### config.mk
export PLATFORM = sky130hd
export DESIGN_NAME = pce_rom_loader
export DESIGN_NICKNAME = d
export VERILOG_FILES = /design/src/rtl/pce_pkg.sv /design/src/rtl/pce_rom_loader.sv
export SDC_FILE = /design/constraint.sdc
export NUM_CORES = 1
export LEC_CHECK = 0
export ABC_AREA = 1
export BUFFER_PORTS_ARGS = -buffer_cell sky130_fd_sc_hd__buf_2
export CORE_ASPECT_RATIO = 1.2
export CORE_MARGIN = 1.5
export CORE_UTILIZATION = 45
export DETAILED_ROUTE_END_ITERATION = 8
export PLACE_DENSITY = 0.77
export SYNTH_ARGS = -nofsm -noshare
export SYNTH_HDL_FRONTEND = slang
export SYNTH_SLANG_ARGS = --single-unit
### constraint.sdc
create_clock -name clk_sys -period 3.3 [get_ports clk_sys]
set_input_delay 0.165 -clock clk_sys [delete_from_list [all_inputs] [get_ports clk_sys]]
set_output_delay 0.165 -clock clk_sys [all_outputs]
set_load 0.01 [all_outputs]
### src/rtl/pce_pkg.sv
// Shared types and constants for the PC Engine cartridge loader.
// Holds the Populous signature table and the byte bit-reversal helper.
package pce_pkg;

    typedef enum logic [1:0] {
        IDLE,
        RECV,
        ACK
    } loader_state_t;

    typedef struct packed {
        logic [3:0]  ofs;
        logic [15:0] val;
    } pop_sig_t;

    localparam int POP_SIG_N = 4;

    localparam pop_sig_t POP_SIG [POP_SIG_N] = '{
        '{ofs: 4'd6,  val: 16'h4F50},
        '{ofs: 4'd8,  val: 16'h5550},
        '{ofs: 4'd10, val: 16'h4F4C},
        '{ofs: 4'd12, val: 16'h5355}
    };

    localparam logic [19:0] POP_BASE0 = 20'h1F2;
    localparam logic [19:0] POP_BASE1 = 20'h212;

    function automatic logic [7:0] bitrev8(input logic [7:0] b);
        logic [7:0] r;
        for (int i = 0; i < 8; i++) begin
            r[i] = b[7-i];
        end
        return r;
    endfunction

endpackage

### src/rtl/pce_rom_loader.sv
// Turns the HPS download word stream into toggle-handshake ROM writes
// for the DDR3 and SDRAM stores, and derives cart metadata on the way.
module pce_rom_loader
    import pce_pkg::*;
#(
    parameter logic [4:0] SGX_INDEX = 5'd2,
    parameter int         ADDR_W    = 24
) (
    input  logic              clk_sys,
    input  logic              reset,
    input  logic              cart_download,
    input  logic [7:0]        ioctl_index,
    input  logic              ioctl_wr,
    input  logic [15:0]       ioctl_dout,
    input  logic              swap_en,
    output logic              ioctl_wait,
    output logic [ADDR_W-1:0] romwr_a,
    output logic [15:0]       romwr_d,
    output logic              rom_wr,
    input  logic              dd_wrack,
    input  logic              sd_wrack,
    output logic              sgx,
    output logic [1:0]        populous,
    output logic              hdr_ofs,
    output logic [7:0]        rom_sz,
    output logic              load_done,
    output logic              proto_err
);

    loader_state_t state;
    loader_state_t state_d;

    logic              dl_q;
    logic              dl_rise;
    logic              dl_fall;
    logic              acks_eq;
    logic              pop_win;
    logic              pop_bad;
    logic              wait_d;
    logic [ADDR_W-1:0] addr_d;
    logic              rom_wr_d;
    logic [1:0]        pop_d;
    logic              sgx_d;
    logic              perr_d;

    assign dl_rise = cart_download & ~dl_q;
    assign dl_fall = ~cart_download & dl_q;
    assign acks_eq = (rom_wr == dd_wrack) && (rom_wr == sd_wrack);

    assign hdr_ofs = romwr_a[9];
    assign rom_sz  = romwr_a[23:16];

    always_comb begin
        romwr_d = ioctl_dout;
        if (swap_en) begin
            romwr_d = {bitrev8(ioctl_dout[15:8]),
                       bitrev8(ioctl_dout[7:0])};
        end
    end

    // Signature words live at the same low offsets in both windows.
    always_comb begin
        pop_win = (romwr_a[23:4] == POP_BASE0) ||
                  (romwr_a[23:4] == POP_BASE1);
        pop_bad = 1'b0;
        for (int i = 0; i < POP_SIG_N; i++) begin
            if (romwr_a[3:0] == POP_SIG[i].ofs &&
                romwr_d != POP_SIG[i].val) begin
                pop_bad = 1'b1;
            end
        end
    end

    always_comb begin
        state_d  = state;
        wait_d   = ioctl_wait;
        addr_d   = romwr_a;
        rom_wr_d = rom_wr;
        pop_d    = populous;
        sgx_d    = sgx;
        perr_d   = proto_err;
        if (dl_rise) begin
            state_d = RECV;
            wait_d  = 1'b0;
            addr_d  = '0;
            pop_d   = 2'b11;
            sgx_d   = (ioctl_index[4:0] == SGX_INDEX);
            perr_d  = 1'b0;
        end else begin
            unique case (state)
                IDLE: begin
                end
                RECV: begin
                    if (!cart_download) begin
                        state_d = IDLE;
                    end else if (ioctl_wr) begin
                        rom_wr_d = ~rom_wr;
                        wait_d   = 1'b1;
                        state_d  = ACK;
                        if (pop_win && pop_bad) begin
                            pop_d[romwr_a[13]] = 1'b0;
                        end
                    end
                end
                ACK: begin
                    if (ioctl_wr) begin
                        perr_d = 1'b1;
                    end
                    // A dropped download still finishes its last word.
                    if (acks_eq) begin
                        wait_d  = 1'b0;
                        addr_d  = romwr_a + ADDR_W'(2);
                        state_d = cart_download ? RECV : IDLE;
                    end
                end
                default: begin
                    state_d = IDLE;
                end
            endcase
        end
    end

    // rom_wr and the metadata hold across reset to keep ack parity.
    always_ff @(posedge clk_sys) begin
        dl_q <= cart_download;
        if (reset) begin
            state      <= IDLE;
            ioctl_wait <= 1'b0;
            load_done  <= 1'b0;
            proto_err  <= 1'b0;
        end else begin
            state      <= state_d;
            ioctl_wait <= wait_d;
            load_done  <= dl_fall;
            proto_err  <= perr_d;
            romwr_a    <= addr_d;
            rom_wr     <= rom_wr_d;
            populous   <= pop_d;
            sgx        <= sgx_d;
        end
    end

endmodule

== Word-level counts from Yosys, hierarchy flattened ==
Cells that the tools add are included.
Storage, ports and cells
  logic and storage cells: 93
  output and inout bits: 56
  register bits after elaboration: 34
Operators by class
  order comparisons: 2
  bitwise logic cells: 10
  multiplexer cells: 23
  reduce and logical (&&, ||, !) cells: 25
  add/sub/neg operators: 1
  eq/ne operators: 22
Operators by type and width (number)
  inequality test 16 x 15 -> 1 bit, second input constant: 4
  2-to-1 mux 24 bit: 2
  adder 24 x 2 -> 24 bit, second input constant: 1
  == test 20 x 10 -> 1 bit, second input constant: 1
  == test 20 x 9 -> 1 bit, second input constant: 1
  2-to-1 mux 16 bit: 1
  2-to-1 mux 2 bit: 7
  nonzero test 2 bit: 7
  == test 4 bit, second input constant: 3
  2-to-1 mux 1 bit: 10
  AND reduction 5 bit: 2
  AND reduction 3 bit: 3
  inequality test 2 bit, second input constant: 4
  logical AND 1 bit: 7
  inequality test 3 bit, second input constant: 2
  NOT 1 bit: 6
  case mux 2 bit (3 select lines): 1
  == test 5 x 2 -> 1 bit, second input constant: 1
  == test 4 x 3 -> 1 bit, second input constant: 1
  inequality test 4 bit, second input constant: 1
  AND reduction 2 bit: 2
  AND reduction 4 bit: 1
  bitwise AND 1 bit: 2
  bitwise AND 2 bit: 1
  11 further kinds: 12

== Longest topological paths before layout ==
  word-level depth: 12
  depth in mapped cells: 12
  depth with buffers taken out: 11

== Worst setup path after synthesis ==
No wires, ideal clock.
  path kind: register to register
  from: register state[0]
  to: register romwr_a[10], enable pin
  period minus slack after synthesis: 2.889 ns
  buffers on the path: 0
  library setup time: 0.439 ns
  arrival: 2.450 ns
  slack: 0.411 ns
  cell stages (with the launch flop): 5
  cells stage by stage: dfxtp_1 -> inv_1 -> ha_1 -> inv_1 -> o31ai_1
Between the ends
  cells in the longest elaborated chain, start to end: 3
RTL lines
  start: declaration: RTL line pce_rom_loader.sv:30  | loader_state_t state;
  start signal: assignment: RTL line pce_rom_loader.sv:132  | state <= state_d;
  == test 2 bit: RTL line pce_rom_loader.sv:90  | unique case (state)
  nonzero test 2 bit (no line)
  AND reduction 3 bit (no line)
  end signal: assignment: RTL line pce_rom_loader.sv:136  | romwr_a <= addr_d;
  end: declaration: RTL line pce_rom_loader.sv:17  | output logic [ADDR_W-1:0] romwr_a,
Every way passes these cells.
A chain may end at the register's enable or synchronous reset.

== Final worst setup path ==
  from: register romwr_a[1]
  to: register romwr_a[21], data pin
Between the ends
  cells in the longest elaborated chain, start to end: 3
RTL lines
  adder 24 x 2 -> 24 bit: RTL line pce_rom_loader.sv:112  | addr_d = romwr_a + ADDR_W'(2);
  2-to-1 mux 24 bit: RTL line pce_rom_loader.sv:110  | if (acks_eq) begin
  2-to-1 mux 24 bit: RTL line pce_rom_loader.sv:90
Every way passes these cells. The select of a mux whose other input is x is not followed.

==> impl_metrics.csv <==
group,metric,value,unit
setup_path,cp_slowest_cell,"edfxtp_1",
floorplanning,core.rowCount,28,
routing,wl,5770,um
synth,ys_seq_area_share,39.4,%
sta,max_clock_freq,0.489,GHz
grt,grt_usage,20.5,%
pwr,p_int,0.748,mW
setup_path,crit_type,"flip-flop to flip-flop",
cts,clkSinkCount,33,
layout,area_growth_syn_to_layout,21.9,%
setup_path,cp.required,3.35,ns
grt,grt_pass1_wl,9480,um
layout,final_cell_area,2880,sq um
pwr,peakVddDrop,0.227,mV
place,place_hpwl,4400,um
cts,clkTransAtPathRegs,0.07,ns
floorplanning,die_area,5690,sq um
synth,syn_area,2360,sq um
setup_path,arrival,2.09,ns
grt,grt_pass1_vias,2236,
sta,tns,0,ns
cts,clockBufferDepth,2,
routing,drtIter0Drc,172,
sta,period_needed,2.04,ns
worst_hold_path,hold_class,"primary input to flip-flop",
synth,synthFlopType,"edfxtp_1",
layout,final.fill_count,517,
synth,ys_warn_count,0,
floorplanning,core,5010,sq um
cts,clock_latency,0.29,ns
layout,nets,467,
pwr,pwr-share-clk,36.5,%
routing,drcViolationCount,0,
place,dp_slack,1.31,ns
synth,synth.distinct_cells,26,
sta,finalCritPeriodShare,61.9,%
synth,ys_seq_elements,33,
synth,syn_avg_cell_area,6.63,sq um
routing,ant_nets,0,
sta,grt_setup_unrepaired,"no",
layout,n_antenna_cell,0,
setup_path,cp_slowest_stage_delay,0.43,ns
cts,cts_hold_buf,0,
place,portBuffers,82,
synth,postSynthCellCount,356,
pwr,pwr_density_cell,351,nW/um^2
floorplanning,die_h,82.3,um
setup_path,path_delay_family,"simple AND/OR/NAND/NOR gates",
cts,h-tree-depth,2,
setup_path,critPathCaptureType,"flip-flop",
routing,vias,2460,
synth,synth_edf_count,27,
cts,post_cts_resized,0,
setup_path,reg2reg_depth,10,
synth,yosys.area.top_type_share,34.3,%
synth,async_reset_ff_share,0,%
cts,root_buffer,"clkbuf_8",
pwr,swShare,26.0,%
synth,synthTopCellsByCount,"nand2_1, inv_1, nor2_1",
floorplanning,initial_core_util,47.1,%
grt,grt-ovfl-total,0,
floorplanning,fp.dieW,69.1,um
pwr,power_frac_seq,47.0,%
place,finalWeightedCongestion,0.889,
synth,yosysTopAreaCell,"edfxtp_1",
synth,synthesis.nets,391,
sta,finClkSkew,0.00580,ns
cts,cts_tree,"built",
grt,antenna_found_initial,0,
floorplanning,ioPinCount,87,
routing,avgRoutedWirePerCell,11.7,um
routing,routed_via_density,4.99,
pwr,p_leak,1.46,nW
cts,cts_buffers,5,
sta,drv_slew,0,
synth,yosysMostFrequentCell,"nand2_1",
setup_path,critPathMaxFanout,6,
grt,grt_max_degree,24,
setup_path,worst-path-buf-inv,1,
place,post_dp_cell_area,2770,sq um
cts,post-cts-setup-buffers,0,
sta,setup_violations,0,
synth,synth_area_leaders,"edfxtp_1, nand2_1, inv_1, nor2_1, dfxtp_1",
setup_path,crit_cells,10,
setup_path,crit_top_cell,"nand2_1",
sta,final_hold_viol_count,0,
setup_path,path_cells,"ha_1 > nand2_1 > inv_1 > nand4_1 > nor2_2 > nand2_1 > nor2_1 > nand2_1 > o21ai_1 > a21oi_1",
status,status,"finished, final reports clean",
pwr,net-switching-power,0.263,mW
worst_hold_path,hold_path_depth,1,
run,maxCapViolations,0,
routing,firstDrtPassIters,4,
layout,drive_above_1_share,22.4,%
sta,setup_ws,1.26,ns
setup_path,critPathLaunchType,"flip-flop",
pwr,combPwrFrac,16.4,%
[flip-flops by register name, summed over array words and instances, names as in the netlist]
| name | cells |
|---|---|
| proto_err | 1 |
| rom_wr | 1 |
| dl_q | 1 |
| ioctl_wait | 1 |
| romwr_a | 23 |
| state | 2 |
| load_done | 1 |
| populous | 2 |
| sgx | 1 |
[power by group through the flow]
stage	clock, mW	sequential [mW]	combinational, mW
floorplan	0	0.488	0.0999
global placement	0	0.484	0.161
detailed placement	0	0.485	0.166
CTS	0.380	0.475	0.166
global route	0.397	0.477	0.188
finish	0.369	0.475	0.166
[final cells by class]
cell class              instances  area [sq um]  share of cell area, %
inverters                      55           206                   7.17
well taps                      60          75.1                   2.61
repair buffers                 84           425                   14.8
multi-input cells             253          1130                   39.4
clock inverters                 2          33.8                   1.17
flip-flops and latches         33           931                   32.3
clock buffers                   6          72.6                   2.52
[logic make-up (layout without fill, tap and decap cells)]
group / after synthesis / in the layout / share of synthesized area (%)
AO/OA/AOI/OAI: 42 / 42 / 9.43
adder cells (fa/ha/maj): 4 / 4 / 2.12
AND/OR/NAND/NOR: 205 / 205 / 35.3
XOR/XNOR: 1 / 1 / 0.371
other: 1 / 1 / 0.159
flip-flops: 33 / 33 / 39.4
buffers and inverters: 70 / 147 / 13.1
[layer usage]
layer,track usage (%),part of all wire [%],up-vias
met4,9.22,2.1,0
li1,-,-,1272
met2,35.9,47,97
met1,23.8,44,1080
met3,5.34,7.2,11
met5,0,0,-
[metrics by stage]
stage	utilization (%)	hold WS [ns]	instances	power, mW
final	57.4	0.0467	493	1.01
after global routing	57.4	0.0312	493	1.06
after CTS	57.4	0.0323	493	1.02
after detailed placement	55.3	0.335	485	0.650
after global placement	55.3	0.337	485	0.645
after floorplan	-	0.193	356	0.587
[placed cells by master (no fill, tap or decap), drive strengths merged, types with 2 or more instances in the layout]
cell and instances:
nor3 11, inv 55, nand3 15, nand4 5, o211ai 2, edfxtp 27
a21oi 21, buf 84, or2 2, o21a 2, dfxtp 6, nor2 52
ha 4, nor4 2, clkbuf 6, nand2 117, o21ai 16
[worst paths after layout]
path	from	to	slack, ns
min reg2reg	dl_q$_DFF_P_	load_done$_SDFF_PP0_	0.44
min	cart_download	dl_q$_DFF_P_	0.05
max	romwr_a[1]$_SDFFCE_PP0P_	romwr_a[21]$_SDFFCE_PP0P_	1.26
max reg2reg	romwr_a[1]$_SDFFCE_PP0P_	romwr_a[21]$_SDFFCE_PP0P_	1.26
(Power assumes the default switching activity.)
